==> src/rtl/mem_ctrl_pkg.sv <==
// Shared types and helpers for the byte-serial memory controller.
// Byte-count encodings, FSM state encoding and the latched transfer descriptor.
package mem_ctrl_pkg;

  localparam int unsigned MC_ADDR_W = 32;
  localparam int unsigned MC_DATA_W = 32;
  localparam int unsigned CNT_W     = 3;

  localparam logic [2:0] BYTES1 = 3'b001;
  localparam logic [2:0] BYTES2 = 3'b010;
  localparam logic [2:0] BYTES4 = 3'b100;

  typedef enum logic [2:0] {
    ST_IDLE   = 3'd0,
    ST_RD_MEM = 3'd1,
    ST_WR_MEM = 3'd2,
    ST_RD_IF  = 3'd3,
    ST_DONE   = 3'd4
  } state_e;

  typedef struct packed {
    logic [MC_ADDR_W-1:0] base;
    logic [CNT_W-1:0]     n;
    logic [MC_DATA_W-1:0] wdata;
  } xfer_t;

  // Unknown encodings fall back to a full word
  function automatic logic [CNT_W-1:0] decode_nbytes(input logic [2:0] enc);
    case (enc)
      BYTES1:  return CNT_W'(1);
      BYTES2:  return CNT_W'(2);
      BYTES4:  return CNT_W'(4);
      default: return CNT_W'(4);
    endcase
  endfunction

  function automatic logic [MC_DATA_W-1:0] put_byte(input logic [MC_DATA_W-1:0] w,
                                                    input logic [1:0] idx,
                                                    input logic [7:0] b);
    logic [MC_DATA_W-1:0] r;
    r = w;
    r[{idx, 3'b000} +: 8] = b;
    return r;
  endfunction

  function automatic logic [7:0] get_byte(input logic [MC_DATA_W-1:0] w, input logic [1:0] idx);
    return w[{idx, 3'b000} +: 8];
  endfunction

endpackage

==> src/rtl/mem_ctrl.sv <==
// Arbitrates MEM loads/stores against IF fetches and sequences 1/2/4-byte
// transfers over an 8-bit RAM port, one byte per cycle.
module mem_ctrl
  import mem_ctrl_pkg::*;
#(
  parameter int unsigned ADDR_W = MC_ADDR_W,
  parameter int unsigned DATA_W = MC_DATA_W
) (
  input  logic              clk,
  input  logic              rst,
  input  logic              rdy,
  input  logic [ADDR_W-1:0] mem_addr_i,
  input  logic              load_or_not,
  input  logic              store_or_not,
  input  logic [2:0]        num_of_bytes,
  input  logic [DATA_W-1:0] store_data,
  output logic [DATA_W-1:0] load_data,
  output logic              mem_enable,
  input  logic              if_req,
  input  logic [ADDR_W-1:0] if_addr,
  input  logic              if_flush,
  output logic [DATA_W-1:0] inst,
  output logic              inst_valid,
  input  logic [7:0]        ram_din,
  output logic [7:0]        ram_dout,
  output logic [ADDR_W-1:0] ram_a,
  output logic              ram_wr
);

  state_e            state, state_d;
  xfer_t             xfer, xfer_d;
  logic [CNT_W-1:0]  cnt, cnt_d;
  logic              op_if, op_if_d;
  logic [DATA_W-1:0] asm_q, asm_word;
  logic              capture, last_rd;
  logic [ADDR_W-1:0] ram_a_d;
  logic [7:0]        ram_dout_d;
  logic              wr_q, wr_d, men_q, men_d, iv_q, iv_d;

  // State register; rdy=0 freezes everything
  always_ff @(posedge clk or negedge rst) begin
    if (!rst)     state <= ST_IDLE;
    else if (rdy) state <= state_d;
  end

  // Next state, grant and byte counter
  always_comb begin
    state_d = state;
    cnt_d   = cnt;
    xfer_d  = xfer;
    op_if_d = op_if;
    case (state)
      ST_IDLE: begin
        cnt_d = '0;
        if (store_or_not) begin
          state_d = ST_WR_MEM;
          op_if_d = 1'b0;
          xfer_d  = '{base: mem_addr_i, n: decode_nbytes(num_of_bytes), wdata: store_data};
        end else if (load_or_not) begin
          state_d = ST_RD_MEM;
          op_if_d = 1'b0;
          xfer_d  = '{base: mem_addr_i, n: decode_nbytes(num_of_bytes), wdata: store_data};
        end else if (if_req && !if_flush) begin
          state_d = ST_RD_IF;
          op_if_d = 1'b1;
          xfer_d  = '{base: if_addr, n: CNT_W'(4), wdata: '0};
        end
      end
      ST_RD_MEM, ST_RD_IF: begin
        if (state == ST_RD_IF && if_flush) begin
          state_d = ST_IDLE;
          cnt_d   = '0;
        end else if (cnt == xfer.n) begin
          state_d = ST_DONE;
        end else begin
          cnt_d = CNT_W'(cnt + CNT_W'(1));
        end
      end
      ST_WR_MEM: begin
        if (cnt == CNT_W'(xfer.n - CNT_W'(1))) state_d = ST_DONE;
        else                                    cnt_d   = CNT_W'(cnt + CNT_W'(1));
      end
      ST_DONE: begin
        state_d = ST_IDLE;
        cnt_d   = '0;
      end
      default: state_d = ST_IDLE;
    endcase
  end

  // Next values of the registered RAM-side and completion outputs
  always_comb begin
    ram_a_d    = ram_a;
    ram_dout_d = ram_dout;
    wr_d       = 1'b0;
    men_d      = 1'b0;
    iv_d       = 1'b0;
    case (state_d)
      ST_RD_MEM, ST_RD_IF: begin
        if (cnt_d < xfer_d.n) ram_a_d = ADDR_W'(xfer_d.base + MC_ADDR_W'(cnt_d));
      end
      ST_WR_MEM: begin
        ram_a_d    = ADDR_W'(xfer_d.base + MC_ADDR_W'(cnt_d));
        ram_dout_d = get_byte(xfer_d.wdata, cnt_d[1:0]);
        wr_d       = 1'b1;
      end
      ST_DONE: begin
        men_d = !op_if_d;
        iv_d  = op_if_d;
      end
      default: ;
    endcase
  end

  // Byte k arrives one cycle after its address, i.e. while cnt == k+1
  assign capture  = (state == ST_RD_MEM || state == ST_RD_IF) && (cnt != '0);
  assign last_rd  = capture && (cnt == xfer.n);
  assign asm_word = put_byte(asm_q, 2'(cnt - CNT_W'(1)), ram_din);

  always_ff @(posedge clk or negedge rst) begin
    if (!rst) begin
      cnt       <= '0;
      xfer      <= '0;
      op_if     <= 1'b0;
      asm_q     <= '0;
      load_data <= '0;
      inst      <= '0;
      ram_a     <= '0;
      ram_dout  <= '0;
      wr_q      <= 1'b0;
      men_q     <= 1'b0;
      iv_q      <= 1'b0;
    end else if (rdy) begin
      cnt      <= cnt_d;
      xfer     <= xfer_d;
      op_if    <= op_if_d;
      ram_a    <= ram_a_d;
      ram_dout <= ram_dout_d;
      wr_q     <= wr_d;
      men_q    <= men_d;
      iv_q     <= iv_d;
      if (state == ST_IDLE) asm_q <= '0;
      else if (capture)     asm_q <= asm_word;
      if (last_rd && state == ST_RD_MEM)             load_data <= asm_word;
      if (last_rd && state == ST_RD_IF && !if_flush) inst      <= asm_word;
    end
  end

  // A stalled cycle must neither write RAM nor signal completion
  assign ram_wr     = wr_q  & rdy;
  assign mem_enable = men_q & rdy;
  assign inst_valid = iv_q  & rdy;

endmodule

==> config.mk <==
export PLATFORM = sky130hd
export DESIGN_NAME = mem_ctrl
export DESIGN_NICKNAME = d
export VERILOG_FILES = /design/src/rtl/mem_ctrl_pkg.sv /design/src/rtl/mem_ctrl.sv
export SDC_FILE = /design/constraint.sdc
export NUM_CORES = 1
export LEC_CHECK = 0
export ABC_AREA = 1
export BUFFER_PORTS_ARGS = -buffer_cell sky130_fd_sc_hd__buf_4
export CAP_MARGIN = 20
export CORE_AREA = 2 2 198 200
export DETAILED_ROUTE_END_ITERATION = 16
export DIE_AREA = 0 0 200 202
export PLACE_DENSITY = 0.49
export SLEW_MARGIN = 30
export SYNTH_ARGS = -nofsm -noshare
export SYNTH_HDL_FRONTEND = slang
export SYNTH_SLANG_ARGS = --single-unit
==> constraint.sdc <==
create_clock -name clk -period 9.65 [get_ports clk]
set_input_delay 1.93 -clock clk [delete_from_list [all_inputs] [get_ports clk]]
set_output_delay 1.93 -clock clk [all_outputs]
set_load 0.05 [all_outputs]
==> results of run 1 <==
sequential cells by signal, summed over array words and instances (netlist names):
| register | flops |
|---|---|
| load_data | 32 |
| asm_q | 32 |
| op_if | 1 |
| ram_a | 32 |
| wr_q | 1 |
| state | 3 |
| cnt | 3 |
| ram_dout | 8 |
| men_q | 1 |
| inst | 32 |
| xfer | 67 |
| iv_q | 1 |
how the worst max path moves through the flow:
| stage | endpoint | depth (start not counted) | slack (ns) |
|---|---|---|---|
| 2_1_floorplan | inst_valid | 4 | 4.88 |
| 3_3_place_gp | ram_a[25] | 17 | 4.60 |
| 3_5_place_dp | ram_a[26] | 19 | 4.56 |
| 4_1_cts | inst_valid | 4 | 4.92 |
| 5_1_grt | ram_a[16] | 17 | 4.79 |
| 6_report | inst_valid | 4 | 4.92 |
metal layers:
metal | part of all wire (%) | routed length (um)
met4 | 2.0 | 781
met3 | 5.8 | 2230
met1 | 51 | 19700
met5 | 0 | 0
met2 | 41 | 15900
metrics by stage:
step | setup slack, ns | instances
global placement | 4.60 | 2217
CTS | 4.92 | 2261
global route | 4.79 | 2261
floorplan | 4.88 | 1539
finish | 4.92 | 2261
detailed placement | 4.56 | 2217
area by class of cell:
class | count | area (um^2)
multi-input cells | 1062 | 5040
clock buffers | 34 | 731
repair buffers | 232 | 1750
fillers | 4030 | 23900
inverters | 192 | 721
clock inverters | 10 | 153
flip-flops and latches | 213 | 5330
well taps | 518 | 648
cell usage after synthesis (all sizes together):
| master | instances |
|---|---|
| nand4 | 9 |
| a41oi | 8 |
| clkbuf | 44 |
| ha | 12 |
| o21bai | 1 |
| and2 | 1 |
| o21ai | 171 |
| a31oi | 1 |
| o211ai | 13 |
| nand3b | 13 |
| nor3 | 2 |
| nand2 | 514 |
| clkinv | 2 |
| xnor2 | 4 |
| dfrtp | 213 |
| nor2 | 126 |
| a21oi | 24 |
| xor2 | 10 |
| fa | 1 |
| nand3 | 87 |
| o22ai | 65 |
| inv | 190 |
| buf | 28 |
worst max-delay path, delay by kind of cell:
kind	cells	cell delay, ns
buffers and inverters	3	0.68
AND/OR/NAND/NOR	1	0.16
cells by family after synthesis:
kind of cell	after synthesis	synth area share [%]
DFF	213	46.8
and+or+nand+nor	752	27.7
buffers and inverters	264	9.19
AOI/OAI and AO/OA	283	13.8
xor gates and xnor gates	14	1.08
adders and majority gates	13	1.49
power groups by stage:
stage / registers, uW / clock network, uW / logic, uW
finish: 1320 / 1010 / 2470
detailed placement: 1340 / 0 / 2480
global placement: 1340 / 0 / 2470
CTS: 1320 / 1040 / 2480
floorplan: 1660 / 0 / 1370
global route: 1350 / 1070 / 2750
==> impl_metrics.env, run 1 <==
export IMPL_fmax_ghz=0.211
export IMPL_start_util_pct=29.8
export IMPL_rows=72
export IMPL_reg2reg_from="cnt[0]"
export IMPL_end_kind="primary output"
export IMPL_cp_required_ns=7.72
export IMPL_pwr_density_cell_mw_per_mm2=334
export IMPL_antenna_found_initial=0
export IMPL_clock_latency_ns=0.56
export IMPL_slowest_delay_ns=0.40
export IMPL_synth_top_cell_by_area="dfrtp_1"
export IMPL_cts_num_sinks=213
export IMPL_htreeDepth=1
export IMPL_cpMostUsedCell="buf_4"
export IMPL_r2r_cells=20
export IMPL_utilization_pct=37.6
export IMPL_p_sw_share_pct=48.7
export IMPL_min_from="xfer[55]"
export IMPL_io_buffers=220
export IMPL_hold_viol_final=0
export IMPL_final_common_cell="nand2_1"
export IMPL_firstDrtPassIters=5
export IMPL_met3_usage_pct=2.65
export IMPL_track_usage_pct=19.1
export IMPL_hpwl_mm=27.8
export IMPL_crit_type="primary input to primary output"
export IMPL_ys_types=36
export IMPL_p_comb_share_pct=51.4
export IMPL_p_int_uw=2470
export IMPL_cts_setup_buffers=0
export IMPL_holdPathStages=2
export IMPL_gr_max_usage_layer="met1"
export IMPL_crit_reg2reg_capture="ram_a[21]"
export IMPL_fin_nets=1854
export IMPL_drtIter0Drc=812
export IMPL_setup_viol=0
export IMPL_worst_pin_slew_ns=0.856
export IMPL_syn_nets=1666
export IMPL_synth_warnings=0
export IMPL_design_area_mm2=0.0144
export IMPL_grt_pass1_vias=10100
export IMPL_final_period_utilization_pct=49.0
export IMPL_total_power_uw=4810
export IMPL_cts_resized_gates=0
export IMPL_synth_area_mm2=0.0114
export IMPL_area_growth_pct=26.1
export IMPL_drive_gt1_share_pct=18.1
export IMPL_yosysTopAreaCellShare_pct=46.8
export IMPL_vias=10700
export IMPL_avgViaCountPerCell=4.73
export IMPL_netlist_instances=1539
export IMPL_syn_avg_cell_area_um2=7.41
export IMPL_ff2ff_setup_slack_ns=5.40
export IMPL_hold_path_class="flip-flop to flip-flop"
export IMPL_crit_chain="buf_4, nand2_1, inv_1, buf_4"
export IMPL_clkSlewWorstSetupHoldPaths_ns=0.05
export IMPL_numCtsBuffers=26
export IMPL_grt_max_degree=82
export IMPL_use_met2_pct=27.3
export IMPL_die_area_mm2=0.0404
export IMPL_gp_congestion=0.919
export IMPL_grt_overflow_total=0
export IMPL_power_share_clock_pct=21.1
export IMPL_status="completed"
export IMPL_finalWirelength_mm=38.6
export IMPL_wl_per_cell_um=17.1
export IMPL_cts_tree="built"
export IMPL_ys_top_cells_by_area="dfrtp_1, nand2_1, o21ai_0, inv_1, o22ai_1"
export IMPL_timing_hold_ws_ns=0.477
export IMPL_pwr_share_seq_pct=27.5
export IMPL_final_max_slew_violation_count=0
export IMPL_worstSetupStartpoint="rdy"
export IMPL_min_period_ns=4.73
export IMPL_met1_usage_pct=30.1
export IMPL_ys_ff_latch=213
export IMPL_holdBufCountCts=0
export IMPL_p_leak_uw=0.00721
export IMPL_mostFrequentLayoutCells="nand2_1, buf_4, dfrtp_1"
export IMPL_power_switching_uw=2340
export IMPL_io_pins=221
export IMPL_ys_seq_area_share_pct=46.8
export IMPL_core_mm2=0.0383
export IMPL_cp_start_kind="primary input"
export IMPL_cap_violations=0
export IMPL_die_h_um=202
export IMPL_fin_skew_ns=0.0249
export IMPL_die_width_um=200
export IMPL_fin_setup_tns_ns=0
export IMPL_clockRootBuffer="clkbuf_16"
export IMPL_rsz0062_at_grt="no"
export IMPL_worstPathArrival_ns=2.80
export IMPL_dpl_cell_area_mm2=0.0135
export IMPL_antenna_cells=0
export IMPL_cp_max_fo=52
export IMPL_clk_path_buf_depth=3
export IMPL_route_detailed_drc=0
export IMPL_slew_limit_headroom_pct=42.8
export IMPL_critPathSlowestCell="buf_4"
export IMPL_vdd_drop_max_v=0.000142
export IMPL_grt_pass1_wl_mm=59.9
export IMPL_worstHoldEndpoint="xfer[55]"
export IMPL_ant_nets=0
(Power assumes the default switching activity.)
==> run 2: changes to the inputs <==
--- a/config.mk
+++ b/config.mk
@@ -11,7 +11,7 @@
 export CORE_AREA = 2 2 198 200
 export DETAILED_ROUTE_END_ITERATION = 16
 export DIE_AREA = 0 0 200 202
-export PLACE_DENSITY = 0.49
+export PLACE_DENSITY = 0.51
 export SLEW_MARGIN = 30
 export SYNTH_ARGS = -nofsm -noshare
 export SYNTH_HDL_FRONTEND = slang
==> constraint.sdc (replaced) <==
create_clock -name clk -period 3.9 [get_ports clk]
set_input_delay 0.78 -clock clk [delete_from_list [all_inputs] [get_ports clk]]
set_output_delay 0.78 -clock clk [all_outputs]
set_load 0.05 [all_outputs]
==> impl_metrics.env, run 2 (same netlist as run 1, synthesis figures left out) <==
export IMPL_setup_slack_ns=0.662
export IMPL_cpLargestDelayFamily="simple AND/OR/NAND/NOR gates"
export IMPL_hold_viol_final=0
export IMPL_die_h_um=202
export IMPL_start_util_pct=29.8
export IMPL_critPathSlowestCell="dfrtp_1"
export IMPL_core_mm2=0.0383
export IMPL_fin_skew_ns=0.0214
export IMPL_htreeDepth=1
export IMPL_met3_usage_pct=2.55
export IMPL_clkSlewWorstSetupHoldPaths_ns=0.07
export IMPL_hold_path_class="primary input to asynchronous set/reset pin"
export IMPL_die_width_um=200
export IMPL_route_detailed_drc=0
export IMPL_die_area_mm2=0.0404
export IMPL_slew_limit_headroom_pct=49.4
export IMPL_fmax_ghz=0.309
export IMPL_cts_setup_buffers=0
export IMPL_cap_violations=0
export IMPL_cp_max_fo=27
export IMPL_wl_per_cell_um=17.1
export IMPL_cts_tree="built"
export IMPL_met1_usage_pct=30.0
export IMPL_grt_pass1_vias=10500
export IMPL_rows=72
export IMPL_final_max_slew_violation_count=0
export IMPL_total_power_uw=11900
export IMPL_firstDrtPassIters=7
export IMPL_clock_latency_ns=0.55
export IMPL_cp_start_kind="flip-flop"
export IMPL_vias=10700
export IMPL_pre_cts_slack_ns=0.536
export IMPL_crit_type="flip-flop to flip-flop"
export IMPL_top_register="xfer"
export IMPL_rsz0062_at_grt="no"
export IMPL_worstPathArrival_ns=3.72
export IMPL_ant_nets=0
export IMPL_crit_chain="nor2_4, nand2_4, nor2_8, nand2_1, o211ai_1, ha_1, nand3_1, nand2_1, nand3_1, nor2_1, nand2_1, nor2_1, nor2_1, nor2_1, nand2_1, nand2_1"
export IMPL_ff2ff_setup_slack_ns=0.66
export IMPL_gr_max_usage_layer="met1"
export IMPL_fin_nets=1869
export IMPL_vdd_drop_max_v=0.000406
export IMPL_cpMostUsedCell="nand2_1"
export IMPL_path_buf_inv=0
export IMPL_antenna_cells=0
export IMPL_cts_num_sinks=213
export IMPL_grt_pass1_wl_mm=60.9
export IMPL_use_met2_pct=28.5
export IMPL_avgViaCountPerCell=4.71
export IMPL_setup_viol=0
export IMPL_track_usage_pct=19.3
export IMPL_fillers=4079
export IMPL_worst_pin_slew_ns=0.759
export IMPL_drtIter0Drc=749
export IMPL_cts_resized_gates=0
export IMPL_mostFrequentLayoutCells="nand2_1, buf_4, dfrtp_1"
export IMPL_status="completed"
export IMPL_gp_congestion=0.824
export IMPL_numCtsBuffers=26
export IMPL_final_period_utilization_pct=83.0
export IMPL_clk_path_buf_depth=3
export IMPL_grt_max_degree=87
export IMPL_p_leak_uw=0.00726
export IMPL_finalWirelength_mm=38.8
export IMPL_antenna_found_initial=0
export IMPL_holdBufCountCts=0
export IMPL_end_kind="flip-flop"
export IMPL_dpl_cell_area_mm2=0.0136
export IMPL_grt_overflow_total=0
export IMPL_final_cells=2276
export IMPL_cp_required_ns=4.38
export IMPL_design_area_mm2=0.0144
export IMPL_area_growth_pct=26.7
export IMPL_largest_reg_flops=67
export IMPL_hpwl_mm=28.5
export IMPL_io_buffers=220
export IMPL_final_common_cell="nand2_1"
export IMPL_drive_gt1_share_pct=18.6
export IMPL_io_pins=221
export IMPL_pwr_density_cell_mw_per_mm2=824
export IMPL_min_period_ns=3.24
export IMPL_fin_setup_tns_ns=0
export IMPL_dp_cells=2232
export IMPL_slowest_delay_ns=0.48
export IMPL_clockRootBuffer="clkbuf_16"
[run 2: metrics by stage]
stage / utilization, % / hold slack (ns)
after floorplan: - / 0.444
after global placement: 35.6 / 0.458
after detailed placement: 35.6 / 0.464
after CTS: 37.7 / 0.269
after global routing: 37.7 / 0.260
final: 37.7 / 0.223
[run 2: final cells by class]
cell class	instances	area [um^2]	area share [%]
Inverter	192	721	4.99
Sequential cell	213	5330	36.9
Timing Repair Buffer	247	1890	13.1
Multi-Input combinational cell	1062	5040	34.9
Tap cell	518	648	4.49
Clock inverter	8	90.1	0.624
Clock buffer	36	728	5.04
[run 2: path summary, 6_finish.rpt]
check                          from   endpoint  depth (start not counted)
hold reg to reg            xfer[55]   xfer[55]                          2
hold / removal                  rst   xfer[28]                          1
setup reg to reg           state[0]  ram_a[17]                         16
max in group asynchronous       rst   xfer[52]                          2
min in group clk           xfer[55]   xfer[55]                          2
setup / recovery           state[0]  ram_a[17]                         16
[run 2: routing by layer]
| metal | routed length, um | part of all wire [%] |
|---|---|---|
| met3 | 2050 | 5.3 |
| met1 | 19900 | 51 |
| met2 | 16300 | 42 |
| met5 | 0 | 0 |
| met4 | 562 | 1.4 |
[run 2: worst register-to-register path, delay by kind of cell (launching register included)]
family                   cells  cell delay [ns]
AND/OR/NAND/NOR             14             2.23
flip-flops                   1             0.48
AO/OA/AOI/OAI                1             0.19
adder cells (fa/ha/maj)      1             0.25
[run 2: power breakdown]
part	total, uW	internal [uW]	switching [uW]
clock network	2350	1370	980
logic	6280	1810	4480
registers	3280	2880	399
total	11900	6050	5860
